===== config.mk =====
export PLATFORM = sky130hd
export DESIGN_NAME = qspi_mem_arbiter
export DESIGN_NICKNAME = d
export VERILOG_FILES = /design/src/rtl/qspi_mem_arbiter.sv
export SDC_FILE = /design/constraint.sdc
export NUM_CORES = 1
export LEC_CHECK = 0
export BUFFER_PORTS_ARGS = -buffer_cell sky130_fd_sc_hd__buf_2
export CAP_MARGIN = 20
export CELL_PAD_IN_SITES_DETAIL_PLACEMENT = 0
export CELL_PAD_IN_SITES_GLOBAL_PLACEMENT = 1
export CORE_MARGIN = 2
export CORE_UTILIZATION = 38
export CTS_BUF_LIST = sky130_fd_sc_hd__clkbuf_2
export DETAILED_ROUTE_END_ITERATION = 7
export PLACE_DENSITY_LB_ADDON = 0.1
export SYNTH_ARGS = -nofsm -noshare
export SYNTH_HDL_FRONTEND = slang
export SYNTH_SLANG_ARGS = --single-unit

===== constraint.sdc =====
create_clock -name clk -period 5.6 [get_ports clk]
set_input_delay 0 -clock clk [delete_from_list [all_inputs] [get_ports clk]]
set_output_delay 0 -clock clk [all_outputs]
set_load 0.03 [all_outputs]

===== src/rtl/qspi_mem_arbiter.sv =====
// Two-port arbiter in front of the tinyQV QSPI memory controller: data load/store has priority,
// and a starvation counter forces an instruction-fetch grant after MAX_WAIT data grants.
module qspi_mem_arbiter #(
  parameter int ADDR_W   = 24,
  parameter int DATA_W   = 32,
  parameter int MAX_WAIT = 4
) (
  input  logic              clk,
  input  logic              rst,
  input  logic              instr_req,
  input  logic [ADDR_W-1:0] instr_addr,
  output logic [DATA_W-1:0] instr_rdata,
  output logic              instr_ready,
  input  logic              data_req,
  input  logic              data_we,
  input  logic [ADDR_W-1:0] data_addr,
  input  logic [DATA_W-1:0] data_wdata,
  output logic [DATA_W-1:0] data_rdata,
  output logic              data_ready,
  output logic              mem_valid,
  input  logic              mem_ready,
  output logic              mem_we,
  output logic [ADDR_W-1:0] mem_addr,
  output logic [DATA_W-1:0] mem_wdata,
  input  logic              mem_done,
  input  logic [DATA_W-1:0] mem_rdata,
  output logic              grant_data
);

  localparam logic [1:0] S_IDLE  = 2'd0;
  localparam logic [1:0] S_ISSUE = 2'd1;
  localparam logic [1:0] S_WAIT  = 2'd2;
  localparam logic [3:0] MAX_CNT = 4'(MAX_WAIT);

  logic [1:0] state;
  logic [3:0] starve_cnt;
  logic       settle;
  logic       pick_data;

  // The ready cycle is spent idle: the finished requester still holds req there,
  // so arbitrating in it would re-grant a request that has already completed.
  assign settle    = instr_ready | data_ready;
  assign pick_data = data_req && (!instr_req || starve_cnt != MAX_CNT);

  always_ff @(posedge clk or posedge rst) begin
    if (rst) begin
      state       <= S_IDLE;
      starve_cnt  <= '0;
      mem_valid   <= 1'b0;
      mem_we      <= 1'b0;
      mem_addr    <= '0;
      mem_wdata   <= '0;
      grant_data  <= 1'b0;
      instr_ready <= 1'b0;
      data_ready  <= 1'b0;
      instr_rdata <= '0;
      data_rdata  <= '0;
    end else begin
      instr_ready <= 1'b0;
      data_ready  <= 1'b0;
      case (state)
        S_IDLE: begin
          if (!settle && (instr_req || data_req)) begin
            state      <= S_ISSUE;
            mem_valid  <= 1'b1;
            grant_data <= pick_data;
            if (pick_data) begin
              mem_we    <= data_we;
              mem_addr  <= data_addr;
              mem_wdata <= data_wdata;
              if (instr_req && starve_cnt < MAX_CNT) starve_cnt <= starve_cnt + 4'd1;
            end else begin
              mem_we     <= 1'b0;
              mem_addr   <= instr_addr;
              mem_wdata  <= '0;
              starve_cnt <= '0;
            end
          end
        end
        S_ISSUE: begin
          if (mem_ready) begin
            mem_valid <= 1'b0;
            state     <= S_WAIT;
          end
        end
        S_WAIT: begin
          if (mem_done) begin
            state <= S_IDLE;
            if (grant_data) begin
              data_rdata <= mem_rdata;
              data_ready <= 1'b1;
            end else begin
              instr_rdata <= mem_rdata;
              instr_ready <= 1'b1;
            end
          end
        end
        default: state <= S_IDLE;
      endcase
    end
  end

endmodule

==> impl_metrics.toml, run 1 <==
[die]
rows = 42
dieHeight_um = 120
start_util_pct = 38.8
fp.dieW_um = 120
io_pins = 244

[synthesis]
synth_xor_area_share_pct = 0
syn_nets = 567
synth_simple_gate_area_share_pct = 12.9
syn_inst = 446
ys_warn_count = 0
synth_mux_area_share_pct = 7.27
synth_top_family_by_area = "simple AND/OR/NAND/NOR gates"
synth-seq-area-share_pct = 64.1
syn_avg_cell_area_um2 = 11.5
synth_compound_area_share_pct = 11.7
syn_area_um2 = 5110
synth_cell_types = 24
synthAdderAreaFrac_pct = 0.489
synth-seq-cells = 131

[status]
status = "aborted with a tool error"
lastStage = "clock tree synthesis"
stop_error = "[ERROR RSZ-0060] Max buffer count reached."

[clocking]
clock_path_buffers = 2
postCtsSetupBuffers = 0
ctsResizeCount = 0
htreeDepth = 4
clock_sinks = 131
cts_root_buf = "clkbuf_2"
postCtsHoldBufs = 177
cts_made_buffers = 17

[place]
hpwl_um = 9100
io_buffer_count = 243
place_congestion = 0.773
-- cells in the mapped netlist --
cell type,count,area share (%)
ha_1,2,0.49
o21a_1,2,0.29
nand2_1,123,9.0
nor3b_4,1,0.37
and4_1,1,0.17
o21ai_0,3,0.29
nor2b_1,1,0.12
nand3b_1,1,0.15
buf_2,11,1.1
buf_6,6,1.3
and2_1,1,0.12
nor4_4,1,0.42
o21ai_2,1,0.17
nand2b_1,2,0.24
dfrtp_1,131,64
a22o_1,35,6.0
nand4b_1,2,0.34
nor2_1,24,1.8
inv_1,5,0.37
nor2_4,1,0.22
a21o_1,2,0.29
mux2_2,33,7.3
a21oi_1,48,4.7
clkbuf_1,9,0.66
-- kinds of logic after synthesis --
family / count (synthesis)
fa+ha+maj: 2
compound gates: 91
buf+inv: 31
mux: 33
simple gates: 158
flops: 131
-- metrics by stage --
stage	instance area, um^2	hold slack [ns]	utilization, %	cells	worst slack, ns
floorplan	5110	0.105	-	446	2.10
global placement	6430	0.193	48.8	843	3.21
detailed placement	6430	0.207	48.8	843	3.13
==> run 2, diff against run 1 <==
Settings changed: CELL_PAD_IN_SITES_DETAIL_PLACEMENT 0 to unset, CELL_PAD_IN_SITES_GLOBAL_PLACEMENT 1 to unset, CORE_UTILIZATION 38 to 31, CTS_BUF_LIST sky130_fd_sc_hd__clkbuf_2 to unset, PLACE_DENSITY_LB_ADDON 0.1 to 0.15.
==> run 2 against run 1 <==
  * The run now ends clean
  * Synthesized cell count is the same
  * Synthesized area unchanged
==> impl_metrics.toml, run 2 <==
[global_routing]
track_usage_pct = 17.2
grt_pass1_wl_um = 24400
grt_pass1_vias = 4875
grt_max_degree = 85
overflow = 0
antenna_found_initial = 0

[pwr]
power_frac_seq_pct = 31.5
total_leakage_power_nw = 4.26
pwr-share-comb_pct = 46.7
switching_share_pct = 42.6
powerDensity_nw_per_um2 = 629
switching_power_w = 0.00223
p_int_w = 0.00300
peakVddDrop_v = 0.000342
power.clock.fraction_pct = 21.8

[hold_path]
whs_endpoint = "mem_valid"
min-delay-start = "instr_req"
hold_class = "in2reg"
whs_path_depth = 3

[cells_and_area]
nNetsFinal = 926
top_regs = "data_rdata: 32 flops, instr_rdata: 32 flops, mem_wdata: 32 flops"
multiInputGateArea_um2 = 1670
fillers = 1446
final_common_cell = "buf_2"
final-seq-area_um2 = 3280
final_cell_mix = "243 x buf_2, 131 x dfrtp_1, 123 x nand2_1"
utilization_pct = 52.0
diodes = 0
area_growth_pct = 62.7
final_layout_size_suffix_gt1_share_pct = 38.9

[clocking]
clock_path_buffers = 2
htreeDepth = 4
cts_root_buf = "clkbuf_16"
insertion_delay_ns = 0.41
postCtsSetupBuffers = 0
clock_sinks = 131
clkTransAtPathRegs_ns = 0.06
cts_made_buffers = 17
cts_tree = "yes"

[synthesis]
synth-seq-cells = 131
synth_cell_types = 24
synth-seq-area-share_pct = 64.1
synth_compound_area_share_pct = 11.7
synth_simple_gate_area_share_pct = 12.9
synth_xor_area_share_pct = 0
ys_warn_count = 0
synth_mux_area_share_pct = 7.27
synthFlopType = "dfrtp_1"
synth_top_family_by_area = "simple AND/OR/NAND/NOR gates"
synthTopCellsByCount = "131 x dfrtp_1, 123 x nand2_1, 48 x a21oi_1"
syn_avg_cell_area_um2 = 11.5
async_flop_share_pct = 100
syn_inst = 446
syn_area_um2 = 5110
synth_most_common_cell = "dfrtp_1"
yosys-top-cells-area = "dfrtp_1 64%, nand2_1 9.0%, mux2_2 7.3%"
synth_edf_count = 0
yosysTopAreaCell = "dfrtp_1"
syn_nets = 567
synthAdderAreaFrac_pct = 0.489
synth_top_area_share_pct = 64.1

[worst_setup_path]
crit_required_ns = 5.95
r2r-start = "state[0]"
crit_start = "state[0]"
critPathArrivalTime_ns = 2.83
crit_path_start_kind = "flip-flop"
worstSetupPathType = "reg2reg"
r2r_cells = 5
timing.rr.end = "mem_addr[19]"
r2r_slack_ns = 3.12
worstPathMaxFanout = 24
critPathCaptureType = "flip-flop"

[die]
dieHeight_um = 132
start_util_pct = 32.0
coreArea_um2 = 16000
design.die.area_um2 = 17500
io_pins = 244
fp.dieW_um = 132
rows = 46

[drt]
drc_errors = 0
final_antenna_net_count = 0
first_iter_violations = 118
wirelength_um = 14800
vias = 4647
drtPass1Iterations = 4
drt-wirelength-per-cell_um = 14.3
routed_via_density = 4.49

[sta]
rsz0062_at_grt = "false"
setup_viol = 0
fin_hold_ws_ns = 0.0789
hold_viol_final = 0
slew_violations = 0
period_share_pct = 44.3
slew_headroom_pct = 40.6
skew_ns = 0.00729
min_period_ns = 2.48
worst_slew_pin_slew_ns = 0.891
max_freq_ghz = 0.403
setup_tns_ns = 0

[place]
hpwl_um = 9410
place_congestion = 0.799
io_buffer_count = 243

[status]
status = "finished, final reports clean"

[job]
maxCapViolCount = 0
## run 2: cell counts after synthesis
No cell type changed its count.
## run 2: final cells by class
class / count / share of cell area, %
Tap cell: 216 / 3.25
Multi-Input combinational cell: 284 / 20.0
Sequential cell: 131 / 39.4
Clock buffer: 18 / 5.16
Clock inverter: 14 / 2.14
Timing Repair Buffer: 366 / 29.7
Inverter: 5 / 0.256
## run 2: timing repair
item,CTS,global route
resized for setup,0,0
setup endpoints to repair,0,0
hold buffers,117,0
endpoints found under the hold margin,209,0
## run 2: per-stage QoR
step	worst slack, ns	power [W]	cells	area, um^2
global route	2.85	0.00555	1034	8320
floorplan	2.10	0.00320	446	5110
detailed placement	3.13	0.00389	883	6480
finish	3.12	0.00523	1034	8320
CTS	3.09	0.00528	1032	8260
global placement	3.25	0.00384	883	6480
## run 2: worst max-delay path by stage
| stage | end | cells past startpoint |
|---|---|---|
| global route | mem_addr[6] | 5 |
| CTS | mem_addr[19] | 5 |
| detailed placement | mem_we | 6 |
| floorplan | data_rdata[0] | 1 |
| global placement | mem_wdata[10] | 6 |
| finish | mem_addr[19] | 5 |
## run 2: kinds of logic (layout without fill, tap and decap cells)
logic type      count (synthesis)  in the layout
fa+ha+maj                       2              2
flops                         131            131
simple gates                  158            158
compound gates                 91             91
mux                            33             33
buf+inv                        31            403
## run 2: power by group through the flow
stage	combinational [W]	clock (W)	sequential (W)
3_5_place_dp	0.00223	0	0.00165
5_1_grt	0.00262	0.00122	0.00171
4_1_cts	0.00245	0.00118	0.00165
3_3_place_gp	0.00220	0	0.00164
6_report	0.00244	0.00114	0.00165
2_1_floorplan	0.000685	0	0.00252
## run 2: metal layers
| metal | wire length [um] | up-vias | track usage, % | part of all wire (%) |
|---|---|---|---|---|
| met1 | 6470 | 2206 | 20.9 | 44 |
| met5 | 0 | - | 0 | 0 |
| li1 | - | 2232 | - | - |
| met2 | 6850 | 185 | 27.8 | 46 |
| met3 | 1160 | 24 | 5.86 | 7.8 |
| met4 | 314 | 0 | 7.83 | 2.1 |
## run 2: critical path: stages, from the launching register on
cell	delay [ns]
dfrtp_1	0.44
nor4_4	0.40
o21a_1	0.75
nor2_1	0.11
a21oi_1	0.14
dlygate4sd3_1	0.55
No activity file was read; power rests on OpenSTA's default activity.
==> run 3, diff against run 2 <==
Clock period 5.6 ns to 2.45 ns, I/O delays scaled along.
==> run 3 against run 2 <==
  * Setup slack got worse by 2.6 ns
  * Die area unchanged
  * Via count increased by 1.1%
  * Global-route usage increased by 0.95 points
  * First-iteration DRC count increased by 10%
  * Largest power group unchanged
  * Highest routed layer unchanged
==> impl_metrics.toml, run 3 (same netlist as run 2, synthesis figures left out) <==
[sta]
skew_ns = 0.00906
min_period_ns = 1.98
slew_headroom_pct = 33.5
slew_violations = 0
setup_tns_ns = 0
setup_ws_ns = 0.469
rsz0062_at_grt = "false"
setup_viol = 0
hold_viol_final = 0
max_freq_ghz = 0.505
period_share_pct = 80.8
worst_slew_pin_slew_ns = 0.993

[clocking]
cts_tree = "yes"
cts_root_buf = "clkbuf_16"
clock_path_buffers = 2
postCtsSetupBuffers = 0
htreeDepth = 4
clock_sinks = 131
clkTransAtPathRegs_ns = 0.06
insertion_delay_ns = 0.41
cts_made_buffers = 17

[status]
status = "finished, final reports clean"

[worst_setup_path]
cp_cell_sequence = "nor4_4, o21ai_4, nor2_4, buf_4, a22o_1"
slowest_stage = "dfrtp_1"
cp_top_family = "simple AND/OR/NAND/NOR gates"
crit_required_ns = 2.79
critPathArrivalTime_ns = 2.32
worstSetupPathType = "reg2reg"
critPathBufInv = 1
max_stage_delay_ns = 0.43
crit_path_start_kind = "flip-flop"
worstPathMaxFanout = 34
critPathCaptureType = "flip-flop"

[drt]
drt-wirelength-per-cell_um = 15.0
routed_via_density = 4.52
wirelength_um = 15600
drtPass1Iterations = 4
first_iter_violations = 130
vias = 4696
final_antenna_net_count = 0
drc_errors = 0

[cells_and_area]
final-seq-area_um2 = 3280
final_layout_size_suffix_gt1_share_pct = 39.1
final_cell_mix = "243 x buf_2, 131 x dfrtp_1, 123 x nand2_1"
top_regs = "data_rdata: 32 flops, instr_rdata: 32 flops, mem_wdata: 32 flops"
fillers = 1467
fin_cells = 1039
diodes = 0
multiInputGateArea_um2 = 1670
final_common_cell = "buf_2"
nNetsFinal = 931
area_growth_pct = 62.7

[global_routing]
overflow = 0
antenna_found_initial = 0
grt_max_degree = 53
grt_pass1_wl_um = 25500
grt_pass1_vias = 5037
track_usage_pct = 18.2

[die]
coreArea_um2 = 16000
rows = 46
fp.dieW_um = 132
start_util_pct = 32.0
io_pins = 244
dieHeight_um = 132
design.die.area_um2 = 17500

[pwr]
switching_power_w = 0.00504
switching_share_pct = 43.8
total_leakage_power_nw = 4.27
power_frac_seq_pct = 32.8
pwr-share-comb_pct = 45.6
power.clock.fraction_pct = 21.7
powerDensity_nw_per_um2 = 1380
p_int_w = 0.00645
fin_total_pwr_w = 0.0115
peakVddDrop_v = 0.000660

[place]
io_buffer_count = 243
place_congestion = 0.820
hpwl_um = 9810
place_ws_ns = 0.506
placedCellCount = 889

[job]
maxCapViolCount = 0

[hold_path]
hold_class = "in2reg"
## run 3: per-stage QoR
stage	hold WS, ns	cell area, um^2	util (%)
global route	0.176	8320	52.0
finish	0.145	8320	52.0
CTS	0.131	8320	52.0
detailed placement	0.208	6550	41.0
floorplan	0.105	5120	-
global placement	0.204	6550	41.0
## run 3: per-layer routing
metal  part of all wire [%]  global-route usage, %  vias up
met1                     42                   21.8     2252
met5                      0                      0        -
li1                       -                      -     2234
met2                     48                   30.6      188
met4                    1.9                   6.27        0
met3                    7.5                   6.32       22
## run 3: final timing paths
kind	slack, ns	to	cells past startpoint	from
worst max-delay path	0.47	mem_wdata[12]	5	state[0]
worst min-delay path	0.15	grant_data	5	instr_req
worst max register to register	0.47	mem_wdata[12]	5	state[0]
worst min register to register	0.47	data_rdata[12]	2	data_rdata[12]
max in group asynchronous	1.38	mem_wdata[11]	4	rst
min in group asynchronous	0.32	data_rdata[22]	3	rst
## run 3: what timing repair did
item	CTS	global route
hold endpoints to repair	161	0
resized for setup	0	0
hold buffers	118	0
## run 3: area by class of cell
type / count / area share [%]
flip-flops and latches: 131 / 39.4
inverters: 5 / 0.271
clock buffers: 18 / 5.16
repair buffers: 371 / 30.0
multi-input cells: 284 / 20.0
clock inverters: 14 / 1.86
well taps: 216 / 3.25
## run 3: power groups by stage
stage                     combinational [W]  sequential, W  clock [W]
after detailed placement            0.00513        0.00378          0
after floorplan                     0.00157        0.00576          0
after global placement              0.00505        0.00377          0
after CTS                           0.00529        0.00377    0.00257
final                               0.00524        0.00377    0.00249
after global routing                0.00561        0.00391    0.00267
## run 3: worst register-to-register path, stage by stage (launching register included)
cell and delay (ns):
dfrtp_1 0.43, nor4_4 0.39, o21ai_4 0.34, nor2_4 0.20, buf_4 0.33, a22o_1 0.23
==> run 4, diff against run 3 <==
Clock period 2.45 ns to 2 ns, I/O delays scaled along.
==> run 4 against run 3 <==
  * Hold slack improved by 0.17 ns
  * Maximum frequency increased by 13%
  * Clock skew increased by 0.00074 ns
  * Via count increased by 0.30%
  * Final cell count unchanged
  * Power increased by 22%
  * First-iteration DRC count increased by 41%
  * Combinational power increased by 24%
  * Non-clock buffer count increased by 2
  * Largest cell class unchanged
==> impl_metrics.toml, run 4 (same netlist as run 2, synthesis figures left out) <==
[worst_setup_path]
r2r_cells = 4
cp_cell_sequence = "nor4_4, o21ai_4, o21ai_0, dlygate4sd3_1"
timing.rr.end = "state[0]"
r2r-start = "state[0]"
max_stage_delay_ns = 0.55
r2r_slack_ns = 0.25
critPathArrivalTime_ns = 2.09
crit_required_ns = 2.34
critPathCaptureType = "flip-flop"
critPathBufInv = 1
slowest_stage = "dlygate4sd3_1"
cp_top_family = "buffers and inverters"
worstSetupPathType = "reg2reg"
crit_path_start_kind = "flip-flop"
worstPathMaxFanout = 8

[global_routing]
grt_max_degree = 93
track_usage_pct = 17.8
grt_pass1_wl_um = 25200
grt_pass1_vias = 5102
overflow = 0
antenna_found_initial = 0

[sta]
slew_violations = 0
setup_tns_ns = 0
min_period_ns = 1.75
worst_slew_pin_slew_ns = 0.513
setup_viol = 0
skew_ns = 0.00980
slew_headroom_pct = 65.8
rsz0062_at_grt = "false"
max_freq_ghz = 0.571
period_share_pct = 87.5
hold_viol_final = 0

[cells_and_area]
fin_cells = 1039
area_growth_pct = 63.2
final_layout_size_suffix_gt1_share_pct = 39.1
diodes = 0
final_cell_mix = "243 x buf_2, 131 x dfrtp_1, 123 x nand2_1"
final_area_um2 = 8340
top_regs = "data_rdata: 32 flops, instr_rdata: 32 flops, mem_wdata: 32 flops"
nNetsFinal = 933
final_common_cell = "buf_2"
fillers = 1448

[place]
hpwl_um = 9670
placed_area_um2 = 6590
io_buffer_count = 243
placedCellCount = 890
place_congestion = 0.803

[clocking]
htreeDepth = 4
clock_path_buffers = 2
clock_sinks = 131
cts_root_buf = "clkbuf_16"
cts_made_buffers = 17
clkTransAtPathRegs_ns = 0.06
insertion_delay_ns = 0.41
cts_tree = "yes"

[job]
maxCapViolCount = 0

[drt]
first_iter_violations = 183
final_antenna_net_count = 0
drt-wirelength-per-cell_um = 14.8
wirelength_um = 15400
drc_errors = 0
vias = 4710
routed_via_density = 4.53
drtPass1Iterations = 4

[die]
fp.dieW_um = 132
rows = 46
io_pins = 244
dieHeight_um = 132
start_util_pct = 32.0
design.die.area_um2 = 17500
coreArea_um2 = 16000

[pwr]
peakVddDrop_v = 0.000730
powerDensity_nw_per_um2 = 1680
total_leakage_power_nw = 4.27

[status]
status = "finished, final reports clean"

[hold_path]
hold_class = "in2async"
==> run 4: cell count changes in the layout (fill, tap and decap cells not counted) <==
cell | previous run | this run
and2_1 | 1 | 0
and2_2 | 0 | 1
buf_12 | 2 | 4
buf_4 | 8 | 7
bufinv_16 | 2 | 1
clkbuf_8 | 0 | 4
clkinv_4 | 5 | 1
clkinvlp_4 | 3 | 5
dlygate4sd3_1 | 118 | 119
inv_6 | 3 | 0
==> run 4: cell type report <==
| type | count | area, um^2 | share of cell area, % |
|---|---|---|---|
| Sequential cell | 131 | 3280 | 39.3 |
| Timing Repair Buffer | 373 | 2540 | 30.4 |
| Multi-Input combinational cell | 284 | 1670 | 20.0 |
| Clock buffer | 22 | 484 | 5.80 |
| Tap cell | 216 | 270 | 3.24 |
| Clock inverter | 8 | 78.8 | 0.945 |
| Inverter | 5 | 22.5 | 0.270 |
==> run 4: worst max path at each step <==
| stage | from | endpoint | slack [ns] | cells past startpoint |
|---|---|---|---|---|
| 6_report | state[0] | state[0] | 0.25 | 4 |
| 5_1_grt | state[0] | mem_wdata[1] | 0.11 | 4 |
| 4_1_cts | starve_cnt[0] | mem_addr[18] | 0.08 | 6 |
| 3_5_place_dp | starve_cnt[0] | mem_addr[18] | 0.13 | 6 |
| 3_3_place_gp | starve_cnt[0] | mem_addr[14] | 0.16 | 6 |
| 2_1_floorplan | rst | data_rdata[0] | 0.38 | 1 |
==> run 4: per-layer routing <==
metal  share of wire [%]  GRT usage (%)
met5                   0              0
met4                 2.1           7.05
met3                 7.3           5.48
met2                  49           30.3
met1                  41           21.2
==> run 4: through the flow <==
stage	setup slack (ns)	power, W	hold slack (ns)	utilization [%]
after floorplan	0.377	0.00897	0.105	-
after global routing	0.108	0.0149	0.323	52.1
after global placement	0.162	0.0108	0.194	41.2
after detailed placement	0.125	0.0110	0.196	41.2
final	0.250	0.0140	0.316	52.1
after CTS	0.0777	0.0142	0.312	52.1
==> run 4: repair_timing <==
action,CTS,global route
endpoints found under the hold margin,256,0
gates resized for setup,0,1
endpoints found under the setup margin,0,23
hold buffers,119,0
setup buffers,0,0
==> run 4: tightest hold or removal path, cell delays in order <==
cell           delay (ns)
dlygate4sd3_1        0.55
buf_2                0.14
clkinvlp_4           0.08
buf_12               0.39
==> run 4: report_power, final <==
group / leakage, nW / total, W / internal (W) / switching [W]
registers: 1.63 / 0.00461 / 0.00393 / 0.000681
clock network: 0.266 / 0.00294 / 0.00182 / 0.00112
logic: 2.38 / 0.00649 / 0.00218 / 0.00431
